==> src/rtl/uart_pkg.sv <==
// Shared constants and FSM state encodings for the 8N1 UART core and its FIFOs.
package uart_pkg;

  localparam int DBIT_DEF    = 8;
  localparam int SB_TICK_DEF = 16;
  localparam int OVERSAMPLE  = 16;
  localparam int START_MID   = 7;

  typedef enum logic [1:0] {
    RX_IDLE  = 2'd0,
    RX_START = 2'd1,
    RX_DATA  = 2'd2,
    RX_STOP  = 2'd3
  } rx_state_t;

  typedef enum logic [1:0] {
    TX_IDLE  = 2'd0,
    TX_START = 2'd1,
    TX_DATA  = 2'd2,
    TX_STOP  = 2'd3
  } tx_state_t;

endpackage

==> src/rtl/uart_fifo.sv <==
// Synchronous first-word-fall-through FIFO; full/empty come from pointers carrying an extra wrap bit.
module uart_fifo #(
  parameter int DW = 8,
  parameter int AW = 4
) (
  input  logic          clk,
  input  logic          reset_n,
  input  logic          i_push,
  input  logic          i_pop,
  input  logic [DW-1:0] i_data,
  output logic [DW-1:0] o_data,
  output logic          o_full,
  output logic          o_empty
);

  localparam int DEPTH = 2 ** AW;

  logic [DW-1:0] r_mem [DEPTH];
  logic [AW:0]   r_wrPtr;
  logic [AW:0]   r_rdPtr;
  logic          w_doWrite;
  logic          w_doRead;

  // A write into a full FIFO is still legal when a pop frees the slot in the same cycle.
  assign o_empty   = (r_wrPtr == r_rdPtr);
  assign o_full    = (r_wrPtr[AW] != r_rdPtr[AW]) && (r_wrPtr[AW-1:0] == r_rdPtr[AW-1:0]);
  assign w_doRead  = i_pop && !o_empty;
  assign w_doWrite = i_push && (!o_full || i_pop);
  assign o_data    = r_mem[r_rdPtr[AW-1:0]];

  always_ff @(posedge clk or negedge reset_n) begin
    if (!reset_n) begin
      r_wrPtr <= '0;
      r_rdPtr <= '0;
      for (int i = 0; i < DEPTH; i++) begin
        r_mem[i] <= '0;
      end
    end else begin
      if (w_doWrite) begin
        r_mem[r_wrPtr[AW-1:0]] <= i_data;
        r_wrPtr                <= r_wrPtr + 1'b1;
      end
      if (w_doRead) begin
        r_rdPtr <= r_rdPtr + 1'b1;
      end
    end
  end

endmodule

==> src/rtl/uart_core.sv <==
// Full-duplex 8N1 UART: baud tick generator, oversampling receiver and transmitter,
// with a FIFO on each path between the host strobes and the serial pins.
module uart_core
  import uart_pkg::*;
#(
  parameter int DBIT    = DBIT_DEF,
  parameter int SB_TICK = SB_TICK_DEF,
  parameter int FIFO_AW = 4
) (
  input  logic            clk,
  input  logic            reset_n,
  input  logic            rx,
  input  logic            rd_uart,
  input  logic [DBIT-1:0] transmit_data,
  input  logic            wr_uart,
  input  logic [15:0]     dvsr,
  input  logic            enable,
  output logic            rx_empty,
  output logic [DBIT-1:0] receive_data,
  output logic            tx_full,
  output logic            tx
);

  localparam int              NW       = (DBIT > 1) ? $clog2(DBIT) : 1;
  localparam logic [3:0]      OS_LAST  = 4'(OVERSAMPLE - 1);
  localparam logic [3:0]      MID_TICK = 4'(START_MID);
  localparam logic [3:0]      SB_LAST  = 4'(SB_TICK - 1);
  localparam logic [NW-1:0]   BIT_LAST = NW'(DBIT - 1);

  logic [15:0]     r_baudCount;
  logic            w_tick;

  logic [1:0]      r_rxSync;
  logic            w_rxIn;
  rx_state_t       r_rxState;
  logic [3:0]      r_rxTicks;
  logic [NW-1:0]   r_rxBits;
  logic [DBIT-1:0] r_rxShift;
  logic            w_rxDone;
  logic            w_unusedRxFull;

  tx_state_t       r_txState;
  logic [3:0]      r_txTicks;
  logic [NW-1:0]   r_txBits;
  logic [DBIT-1:0] r_txShift;
  logic            r_tx;
  logic            w_txPop;
  logic            w_txEmpty;
  logic [DBIT-1:0] w_txHead;

  // Wrapping on >= keeps the counter bounded if dvsr is lowered mid-count.
  assign w_tick = enable && (r_baudCount >= dvsr);

  always_ff @(posedge clk or negedge reset_n) begin
    if (!reset_n) begin
      r_baudCount <= '0;
    end else if (enable) begin
      r_baudCount <= (r_baudCount >= dvsr) ? 16'd0 : r_baudCount + 16'd1;
    end
  end

  assign w_rxIn   = r_rxSync[1];
  assign w_rxDone = (r_rxState == RX_STOP) && w_tick && (r_rxTicks == SB_LAST);

  always_ff @(posedge clk or negedge reset_n) begin
    if (!reset_n) begin
      r_rxSync  <= 2'b11;
      r_rxState <= RX_IDLE;
      r_rxTicks <= '0;
      r_rxBits  <= '0;
      r_rxShift <= '0;
    end else begin
      r_rxSync <= {r_rxSync[0], rx};
      case (r_rxState)
        RX_IDLE: begin
          if (enable && !w_rxIn) begin
            r_rxState <= RX_START;
            r_rxTicks <= '0;
          end
        end
        RX_START: begin
          if (w_tick) begin
            if (r_rxTicks == MID_TICK) begin
              r_rxTicks <= '0;
              r_rxBits  <= '0;
              r_rxState <= w_rxIn ? RX_IDLE : RX_DATA;
            end else begin
              r_rxTicks <= r_rxTicks + 4'd1;
            end
          end
        end
        RX_DATA: begin
          if (w_tick) begin
            if (r_rxTicks == OS_LAST) begin
              r_rxTicks <= '0;
              r_rxShift <= {w_rxIn, r_rxShift[DBIT-1:1]};
              if (r_rxBits == BIT_LAST) begin
                r_rxState <= RX_STOP;
              end else begin
                r_rxBits <= r_rxBits + 1'b1;
              end
            end else begin
              r_rxTicks <= r_rxTicks + 4'd1;
            end
          end
        end
        RX_STOP: begin
          if (w_tick) begin
            if (r_rxTicks == SB_LAST) begin
              r_rxState <= RX_IDLE;
            end else begin
              r_rxTicks <= r_rxTicks + 4'd1;
            end
          end
        end
        default: r_rxState <= RX_IDLE;
      endcase
    end
  end

  // The pin is registered from state, so a frozen FSM also freezes the line level.
  assign w_txPop = (r_txState == TX_IDLE) && enable && !w_txEmpty;
  assign tx      = r_tx;

  always_ff @(posedge clk or negedge reset_n) begin
    if (!reset_n) begin
      r_txState <= TX_IDLE;
      r_txTicks <= '0;
      r_txBits  <= '0;
      r_txShift <= '0;
      r_tx      <= 1'b1;
    end else begin
      case (r_txState)
        TX_IDLE: begin
          r_tx <= 1'b1;
          if (w_txPop) begin
            r_txShift <= w_txHead;
            r_txTicks <= '0;
            r_txState <= TX_START;
          end
        end
        TX_START: begin
          r_tx <= 1'b0;
          if (w_tick) begin
            if (r_txTicks == OS_LAST) begin
              r_txTicks <= '0;
              r_txBits  <= '0;
              r_txState <= TX_DATA;
            end else begin
              r_txTicks <= r_txTicks + 4'd1;
            end
          end
        end
        TX_DATA: begin
          r_tx <= r_txShift[0];
          if (w_tick) begin
            if (r_txTicks == OS_LAST) begin
              r_txTicks <= '0;
              r_txShift <= r_txShift >> 1;
              if (r_txBits == BIT_LAST) begin
                r_txState <= TX_STOP;
              end else begin
                r_txBits <= r_txBits + 1'b1;
              end
            end else begin
              r_txTicks <= r_txTicks + 4'd1;
            end
          end
        end
        TX_STOP: begin
          r_tx <= 1'b1;
          if (w_tick) begin
            if (r_txTicks == SB_LAST) begin
              r_txState <= TX_IDLE;
            end else begin
              r_txTicks <= r_txTicks + 4'd1;
            end
          end
        end
        default: r_txState <= TX_IDLE;
      endcase
    end
  end

  uart_fifo #(.DW(DBIT), .AW(FIFO_AW)) u_rxFifo (
    .clk     (clk),
    .reset_n (reset_n),
    .i_push  (w_rxDone),
    .i_pop   (rd_uart),
    .i_data  (r_rxShift),
    .o_data  (receive_data),
    .o_full  (w_unusedRxFull),
    .o_empty (rx_empty)
  );

  uart_fifo #(.DW(DBIT), .AW(FIFO_AW)) u_txFifo (
    .clk     (clk),
    .reset_n (reset_n),
    .i_push  (wr_uart),
    .i_pop   (w_txPop),
    .i_data  (transmit_data),
    .o_data  (w_txHead),
    .o_full  (tx_full),
    .o_empty (w_txEmpty)
  );

endmodule

==> config.mk <==
export PLATFORM = sky130hd
export DESIGN_NAME = uart_core
export DESIGN_NICKNAME = d
export VERILOG_FILES = /design/src/rtl/uart_pkg.sv /design/src/rtl/uart_fifo.sv /design/src/rtl/uart_core.sv
export SDC_FILE = /design/constraint.sdc
export NUM_CORES = 1
export LEC_CHECK = 0
export BUFFER_PORTS_ARGS = -buffer_cell sky130_fd_sc_hd__buf_4
export CAP_MARGIN = 25
export CORE_MARGIN = 2
export CORE_UTILIZATION = 30
export CTS_CLUSTER_SIZE = 40
export DETAILED_ROUTE_END_ITERATION = 10
export GPL_TIMING_DRIVEN = 0
export SLEW_MARGIN = 20
export SYNTH_ARGS = -nofsm -noshare
export SYNTH_HDL_FRONTEND = slang
export SYNTH_SLANG_ARGS = --single-unit
==> constraint.sdc <==
create_clock -name clk -period 8.5 [get_ports clk]
set_clock_uncertainty 0.15 [all_clocks]
set_input_delay 1.7 -clock clk [delete_from_list [all_inputs] [get_ports clk]]
set_output_delay 1.7 -clock clk [all_outputs]
set_load 0.01 [all_outputs]
Yosys cells after proc, flatten, opt, wreduce, memory -nomap -nowiden. Index checks and enable logic that the tools add are counted.

Bits in registers: 329.

Add/subtract/negate cells: 9. $lt $le $gt $ge: 7. Eq/ne operators: 38. Mux-type cells: 63. Bitwise operators: 4. Reduce and logical (&&, ||, !) cells: 36.

Operator list (number): $bwmux 128 (2); $mux 8 (9); $bmux 8 s4 (2); $demux 8 s4 (2); $mux 4 (12); $ne 2x2->1 const B (18); $mux 2 (17); $mux 3 (10); $add 5x1->5 const B (4); $ge 5x5->1 const B (4); $not 4->5 (4); $add 16x1->16 const B (1); $ge 16x16->1 (1); $mux 16 (1); $pmux 2 s4 (2); $pmux 4 s4 (1); $pmux 8 s2 (1); $reduce_and 8->1 (2); $logic_and 1x1->1 (14); $pmux 3 s2 (2); $pmux 4 s3 (1); $reduce_and 6->1 (2); $eq 5x5->1 (2); $lt 5x1->1 const B (2); other kinds (19) (41).

Depth between registers and ports, before layout. Gate-level depths: netlist of the first run.

Word-level depth: 6. Mapped depth: 10. Depth with buffers taken out: 8.

Modules after synthesis. Synthesis of the first run repeated with hierarchy kept, for this count alone.

Cell total of the unflattened synthesis: 1264. Area total of the unflattened synthesis: 16945.0 um^2.

Modules (own cells, without submodules): uart_fifo at u_rxFifo (instances 1, cells an instance 462, area an instance 6844.1 um^2, seq. area each 3453.3 um^2); uart_fifo at u_txFifo (instances 1, cells an instance 462, area an instance 6826.5 um^2, seq. area each 3453.3 um^2); uart_core (instances 1, cells an instance 340, area an instance 3274.4 um^2, seq. area each 1330.0 um^2).

Worst setup path after synthesis of the first run. OpenSTA, ideal clock, no wires.

Path kind: input -> register. Start point: in dvsr[0]. End point: reg u_rxFifo.r_mem[0] (netlist name). Library setup time: 125 ps. Arrival: 3769 ps. Required time: 8225 ps. Path slack: 4456 ps. Stages on the path: 8. Cell sequence: ha_1 nand2b_1 a2111oi_2 o21ai_1 a2111o_1 buf_6 nand4_2 mux2_2.

Word-level cells in the longest chain between the ends: 5.

RTL lines: from (decl) (RTL line uart_core.sv:16) `input logic [15:0] dvsr,`; $ge 16x16->1 (RTL line uart_core.sv:52) `assign w_tick = enable && (r_baudCount >= dvsr);`; $logic_and 1x1->1 (RTL line uart_core.sv:52); $logic_and 1x1->1 (2 in a row) (RTL line uart_core.sv:63) `assign w_rxDone = (r_rxState == RX_STOP) && w_tick && (r_rxTicks == SB_LAST);`; $logic_and 1x1->1 (RTL line uart_fifo.sv:28) `assign w_doWrite = i_push && (!o_full || i_pop);`; to (signal, indexed assignment) (RTL line uart_fifo.sv:40) `r_mem[r_wrPtr[AW-1:0]] <= i_data;`; to (decl) (RTL line uart_fifo.sv:18) `logic [DW-1:0] r_mem [DEPTH];`.

No other way between the ends. A chain may end at the register's enable or synchronous reset.

Final worst setup path of the first run.
Start point: reg u_rxFifo.r_rdPtr[0]. End point: out receive_data[6].

Word-level cells in the longest chain between the ends: 4.

RTL lines: from (decl) (RTL line uart_fifo.sv:20) `logic [AW:0] r_rdPtr;`; from (signal assigned) (RTL line uart_fifo.sv:44) `r_rdPtr <= r_rdPtr + 1'b1;`; $not 4->5 (implied by the code) (RTL line uart_fifo.sv:29) `assign o_data = r_mem[r_rdPtr[AW-1:0]];`; $bmux 8 s4 (RTL line uart_fifo.sv:29); $mux 8 (implied by the code) (2 in a row) (RTL line uart_fifo.sv:29); to (decl) (RTL line uart_core.sv:19) `output logic [DBIT-1:0] receive_data,`.

No other way between the ends. The select of a mux whose other input is x is not followed.

==> summary.md, run 1 <==
| Metric | Value |
|---|---|
| CTS tree | done |
| Clk slew on worst S/H paths | 0.06 ns |
| Syn_nets | 1209 |
| Post-synth EDFFs | 0 |
| Routed len/inst | 18.53 um |
| Post CTS Setup Buffer Count | 0 |
| Adder-Cell Fraction of Synth Area | 2.873% |
| Hold_sp | r_rxSync[0]$_DFF_PN1_ |
| Root Driver | clkbuf_16 |
| Gr ovfl total | 0 |
| Hold Vio Cnt, Final | 0 |
| Final period utilization | 59.94% |
| Commonest non-fill, non-tap cell in the layout | dfrtp_1 |
| Max-slew violation count | 0 |
| Reg2Reg Launch Point | r_baudCount[0]$_DFFE_PN0P_ |
| Nets | 1294 |
| Period minus WS final | 5.095 ns |
| CTS Sinks | 329 |
| CTS max path bufs | 3 |
| Relative slew slack | 33.65% |
| Synth Flop Type | dfrtp_1 |
| Worst r2r dst | r_baudCount[10]$_DFFE_PN0P_ |
| FF-to-FF setup slack | 5.33 ns |
| Buffers & Inverters on Critical Path | 3 |
| Syn Inst Count | 1142 |
| Dominant cell type by area after synthesis | dfrtp_1 |
| Worst Hold Depth | 0 |
| Die area | 55590 sq um |
| Initial Util | 30.48% |
| Core Region | 52870 sq um |
| Cell Pwr Density | 243.2 nW/um^2 |
| N_diodes | 0 |
| H-tree depth reported by CTS | 2 |
| Vias in the first global route | 10230 |
| Mux share of post-synthesis cell area | 30.75% |
| Netlist cell types | 67 |
| Cells resized by post-CTS repair | 0 |
| Fmax | 196.3 MHz |
| Main combinational cell family by area after synthesis | multiplexers |
| Area Overhead vs Synth | 15.93% |
| Data arrival time of the worst path | 3.24 ns |
| Layout cell share with drive strength beyond 1 | 42.15% |
| Hpwl dp | 23890 um |
| Top Ports | 41 |
| Detailed-route DRC error count | 0 |
| DR pass1 iterations | 4 |
| Min-delay worst type | reg -> reg |
| Inserted Clock Buffers | 39 |
| Top cell type's share of synthesized area | 50.62% |
| Via count | 9626 |
| Via/cell ratio | 4.954 |
| Simple-Gate Fraction of Synth Area | 6.809% |
| Synth Area in Compound Gates | 3.835% |
| Final TNS setup | 0 ns |
| RSZ-0062 raised after global routing | no |
| Sequential area share after synthesis | 51.11% |
| Setup violations, final | 0 |
| Routability congestion estimate | 0.7780 |
| Port bufs | 40 |
| Hold Buf Count CTS | 0 |
| Max incr delay on CP | 0.70 ns |
| Final ANT Viol Nets | 0 |
| FF+latch count, synth | 329 |
| FP Rows | 84 |
| XOR/XNOR Fraction of Synth Area | 2.011% |
| Initial antenna violation count | 0 |
| Startpoint types | flop |
| Ordered list of cells on the worst path | buf_2 > buf_1 > mux4_2 > mux4_2 > buf_4 |
| Largest delay contributor family on the critical path | multiplexers |
| Clock latency on the worst-skew pair | 0.57 ns |
| MaxCap Viol Count | 0 |
| Hold slack | 0.2167 ns |
| Chip Height | 235.8 um |
| Crit path kind | reg -> out |
| Syn avg cell area | 14.11 sq um |
| Synthesis warning total | 0 |
| Final WL | 36010 um |
| Global-route wire length before repair | 58310 um |
| Ys async rst share | 100.0% |
| CP endpoint kind | output port |
| Most frequent cells in the layout | 326 x dfrtp_1, 284 x mux2_2, 72 x mux4_2, 54 x clkbuf_1, 43 x buf_4 |
| Die width | 235.8 um |
| Status | complete, no violations |
| WHS Endpoint | r_rxSync[1]$_DFF_PN1_ |
| Utilization after layout | 35.34% |
| Worst-Margin Slew | 0.9953 ns |
| R2R depth | 9 |
| CP required | 6.65 ns |
| Slowest-stage cell, CP | buf_1 |
| Largest net degree at the start of global routing | 96 |
| VDD IR max | 0.1866 mV |
| Max FO, Critical Path | 10 |
| Worst path most repeated cell | mux4_2 |
| Synth Cell Area | 16120 sq um |
| Leakage | 0.008425 uW |
| Initial DRC count | 540 |
| Largest cells by area after synthesis | dfrtp_1 51%, mux2_2 20%, mux4_2 10% |
| Overall Global Routing Usage | 13.26% |
logic make-up after synthesis:
group,count (synthesis)
AO/OA/AOI/OAI,87
XOR/XNOR,37
adder cells (fa/ha/maj),37
buffers and inverters,102
flip-flops,329
multiplexers,369
AND/OR/NAND/NOR,181
cell type report:
| type | instances | area [sq um] |
|---|---|---|
| Multi-Input combinational cell | 711 | 7457 |
| Timing Repair Buffer | 44 | 401.6 |
| Clock buffer | 56 | 1120 |
| Sequential cell | 329 | 8237 |
| Buffer | 67 | 291.5 |
| Fill cell | 5039 | 34180 |
| Clock inverter | 13 | 183.9 |
| Tap cell | 688 | 860.8 |
| Inverter | 35 | 131.4 |
metrics by stage:
step,setup WS [ns],power (uW),area [sq um],instances
final,3.405,4543,18680,1943
after global placement,2.512,2836,17280,1870
after detailed placement,3.833,2888,17370,1873
after CTS,3.224,4605,18670,1942
after global routing,3.263,4779,18680,1943
after floorplan,4.456,2654,16120,1142
worst max path at each step:
stage,slack [ns],endpoint,startpoint,cells after the start
final,3.41,receive_data[6],u_rxFifo.r_rdPtr[0]$_DFFE_PN0P_,5
after global routing,3.26,receive_data[6],u_rxFifo.r_rdPtr[0]$_DFFE_PN0P_,5
after CTS,3.22,receive_data[7],u_rxFifo.r_rdPtr[0]$_DFFE_PN0P_,5
after detailed placement,3.83,receive_data[7],u_rxFifo.r_rdPtr[0]$_DFFE_PN0P_,5
after global placement,2.51,u_txFifo.r_mem[58]$_DFFE_PN0P_,reset_n,1
after floorplan,4.46,u_rxFifo.r_mem[0]$_DFFE_PN0P_,dvsr[0],8
power by group:
part	internal [uW]	switching (uW)	leakage (uW)	total, uW
combinational	463	331	0.00346	794
sequential	1890	169	0.00432	2060
clock	1020	674	0.000644	1690
worst reg2reg max path, cell delays in order, from the launching register on:
cell and delay [ns]:
dfrtp_1 0.39, inv_1 0.10, ha_1 0.23, nand2b_1 0.15, a2111oi_2 0.37, o21ai_1 0.19
a2111oi_4 0.80, nor2_1 0.30, buf_2 0.27, nor2_1 0.14
synth_stat cells, types with 13 or more instances:
| cell type | count |
|---|---|
| dfrtp_1 | 326 |
| xor2_1 | 16 |
| ha_1 | 37 |
| a21oi_1 | 23 |
| nor2_1 | 32 |
| mux4_2 | 72 |
| nand3_1 | 13 |
| nand4_2 | 17 |
| clkbuf_1 | 45 |
| o21ai_0 | 24 |
| nand4_1 | 17 |
| xnor2_1 | 21 |
| nand2_1 | 35 |
| inv_1 | 34 |
| mux2_2 | 284 |
sequential cells by signal, indices dropped and copies added (netlist names), 3 cells and up, named ones only:
name and count:
r_rxBits 3, u_rxFifo.r_rdPtr 5, u_txFifo.r_mem 128, r_txBits 3, u_txFifo.r_wrPtr 5, r_rxShift 8, u_rxFifo.r_mem 128, u_rxFifo.r_wrPtr 5
r_txShift 8, u_txFifo.r_rdPtr 5, r_rxTicks 4, r_txTicks 4, r_baudCount 16
metal layers:
metal	up-vias	wire [um]	track usage, %	part of all wire, %
li1	4373	-	-	-
met1	5082	16420	17.54	46
met2	120	17780	22.46	49
met3	51	1078	2.142	3.0
met4	0	736	3.802	2.0
met5	-	0	0	0
Power figures use the tool's default switching activity.
==> run 2: changes to the inputs <==
==> constraint.sdc (replaced) <==
create_clock -name clk -period 4.4 [get_ports clk]
set_clock_uncertainty 0.15 [all_clocks]
set_input_delay 0.88 -clock clk [delete_from_list [all_inputs] [get_ports clk]]
set_output_delay 0.88 -clock clk [all_outputs]
set_load 0.01 [all_outputs]
==> summary.md, run 2 (synthesis results as in run 1) <==
| Metric | Value |
|---|---|
| Via/cell ratio | 4.964 (was 4.954) |
| CTS Sinks | 329 (unchanged) |
| Max-slew violation count | 0 (unchanged) |
| Post CTS Setup Buffer Count | 0 (unchanged) |
| Inserted Clock Buffers | 39 (unchanged) |
| Reg2Reg Launch Point | r_baudCount[0]$_DFFE_PN0P_ (unchanged) |
| Max FO, Critical Path | 10 (unchanged) |
| Cell Pwr Density | 469.5 nW/um^2 (was 243.2 nW/um^2) |
| Chip Height | 235.8 um (unchanged) |
| Final WL | 35970 um (was 36010 um) |
| Gr ovfl total | 0 (unchanged) |
| RSZ-0062 raised after global routing | no (unchanged) |
| Global-route wire length before repair | 58350 um (was 58310 um) |
| CTS max path bufs | 3 (unchanged) |
| Die area | 55590 sq um (unchanged) |
| Most frequent cells in the layout | 326 x dfrtp_1, 284 x mux2_2, 72 x mux4_2, 54 x clkbuf_1, 43 x buf_4 (unchanged) |
| DP Worst Slack | 0.5533 ns (was 3.833 ns) |
| Final TNS setup | 0 ns (unchanged) |
| Status | complete, no violations (unchanged) |
| FP Rows | 84 (unchanged) |
| Utilization after layout | 35.34% (about the same) |
| Die width | 235.8 um (unchanged) |
| Clock latency on the worst-skew pair | 0.57 ns (about the same) |
| Worst-Margin Slew | 0.9831 ns (was 0.9953 ns) |
| Layout cell share with drive strength beyond 1 | 42.26% (was 42.15%) |
| Filler cells | 5041 (was 5039) |
| FF-to-FF setup slack | 1.22 ns (was 5.33 ns) |
| Clk slew on worst S/H paths | 0.06 ns (about the same) |
| Final ANT Viol Nets | 0 (unchanged) |
| Final period utilization | 92.97% |
| R2R depth | 9 (unchanged) |
| Port bufs | 40 (unchanged) |
| Period minus WS final | 4.091 ns |
| Min-delay worst type | in -> async (was reg -> reg) |
| Vias in the first global route | 10240 (was 10230) |
| MaxCap Viol Count | 0 (unchanged) |
| Relative slew slack | 34.46% (was 33.65%) |
| Area Overhead vs Synth | 15.92% (was 15.93%) |
| Commonest non-fill, non-tap cell in the layout | dfrtp_1 (unchanged) |
| Largest net degree at the start of global routing | 96 (unchanged) |
| Routed len/inst | 18.52 um (was 18.53 um) |
| VDD IR max | 0.3606 mV (was 0.1866 mV) |
| CTS tree | done (unchanged) |
| Overall Global Routing Usage | 13.26% (about the same) |
| Top Registers | u_rxFifo.r_mem: 128 flops, u_txFifo.r_mem: 128 flops, r_baudCount: 16 flops (unchanged) |
| Final WS setup | 0.3095 ns (was 3.405 ns) |
| Core Region | 52870 sq um (unchanged) |
| H-tree depth reported by CTS | 2 (unchanged) |
| Fmax | 244.5 MHz |
| Hpwl dp | 23890 um (unchanged) |
| Root Driver | clkbuf_16 (unchanged) |
| Initial Util | 30.48% (unchanged) |
| DR pass1 iterations | 4 (unchanged) |
| Initial antenna violation count | 0 (unchanged) |
| Initial DRC count | 493 (was 540) |
| Startpoint types | flop (unchanged) |
| Via count | 9640 (was 9626) |
| Hold Vio Cnt, Final | 0 (unchanged) |
| Fin area | 18680 sq um (about the same) |
| Setup violations, final | 0 (unchanged) |
| CP required | 3.37 ns (was 6.65 ns) |
| N_diodes | 0 (unchanged) |
| Leakage | 0.008425 uW (about the same) |
| Crit path kind | reg -> out (unchanged) |
| CP endpoint kind | output port (unchanged) |
| Routability congestion estimate | 0.7780 (unchanged) |
| Top Ports | 41 (unchanged) |
| Data arrival time of the worst path | 3.06 ns (was 3.24 ns) |
| Nets | 1293 (was 1294) |
| Placed cell areas | 17370 sq um (unchanged) |
| Detailed-route DRC error count | 0 (unchanged) |
| Worst r2r dst | r_baudCount[10]$_DFFE_PN0P_ (unchanged) |
## run 2: cell count changes in the layout (fill, tap and decap cells not counted)
cell / delta
clkdlybuf4s15_2: +1
buf_6: -1
buf_1: -2
clkbuf_2: +1
## run 2: where the power goes
| group | leakage, uW | internal, uW | switching (uW) | total [uW] |
|---|---|---|---|---|
| registers | 0.00432 | 3650 | 325 | 3980 |
| logic | 0.00346 | 894 | 638 | 1530 |
| clock network | 0.000644 | 1960 | 1300 | 3260 |
| total | 0.00842 | 6510 | 2260 | 8770 |
## run 2: worst max-delay path by stage
stage | to | slack, ns | depth (start not counted) | from
after global routing | receive_data[7] | 0.20 | 5 | u_rxFifo.r_rdPtr[0]$_DFFE_PN0P_
after CTS | receive_data[7] | 0.006 | 5 | u_rxFifo.r_rdPtr[0]$_DFFE_PN0P_
after floorplan | u_rxFifo.r_mem[0]$_DFFE_PN0P_ | 1.18 | 8 | dvsr[0]
final | receive_data[7] | 0.31 | 5 | u_rxFifo.r_rdPtr[0]$_DFFE_PN0P_
after detailed placement | receive_data[7] | 0.55 | 5 | u_rxFifo.r_rdPtr[0]$_DFFE_PN0P_
after global placement | u_txFifo.r_mem[58]$_DFFE_PN0P_ | -0.77 | 1 | reset_n
## run 2: timing repair
item,in CTS,in global routing
hold buffers,0,0
endpoints found under the setup margin,4,6
gates resized for setup,3,3
## run 2: area by class of cell
type	instances	area [sq um]	area share (%)
Sequential cell	329	8237	44.09
Multi-Input combinational cell	711	7457	39.92
Clock buffer	56	1120	5.995
Tap cell	688	860.8	4.608
Timing Repair Buffer	43	390.4	2.090
Buffer	67	300.3	1.608
Clock inverter	13	183.9	0.9846
Inverter	35	131.4	0.7033
## run 2: critical path, stage by stage, from the launching register on
cell	delay, ns
dfrtp_1	0.34
buf_2	0.29
clkdlybuf4s15_2	0.56
mux4_2	0.59
mux4_2	0.54
buf_4	0.18
## run 2: per-layer routing
metal	global-route usage (%)	vias to the layer above	wire [um]
li1	-	4381	-
met1	17.53	5068	16310
met2	22.42	139	17710
met3	2.142	52	1154
met4	3.918	0	786
met5	0	-	0
## run 2: stage by stage
step                hold WS (ns)  std cells  power [uW]
floorplan                 0.1952       1142        5126
global placement          0.2016       1870        5479
detailed placement        0.1968       1873        5579
CTS                       0.1747       1942        8896
global route              0.2020       1942        9233
finish                    0.1616       1942        8771
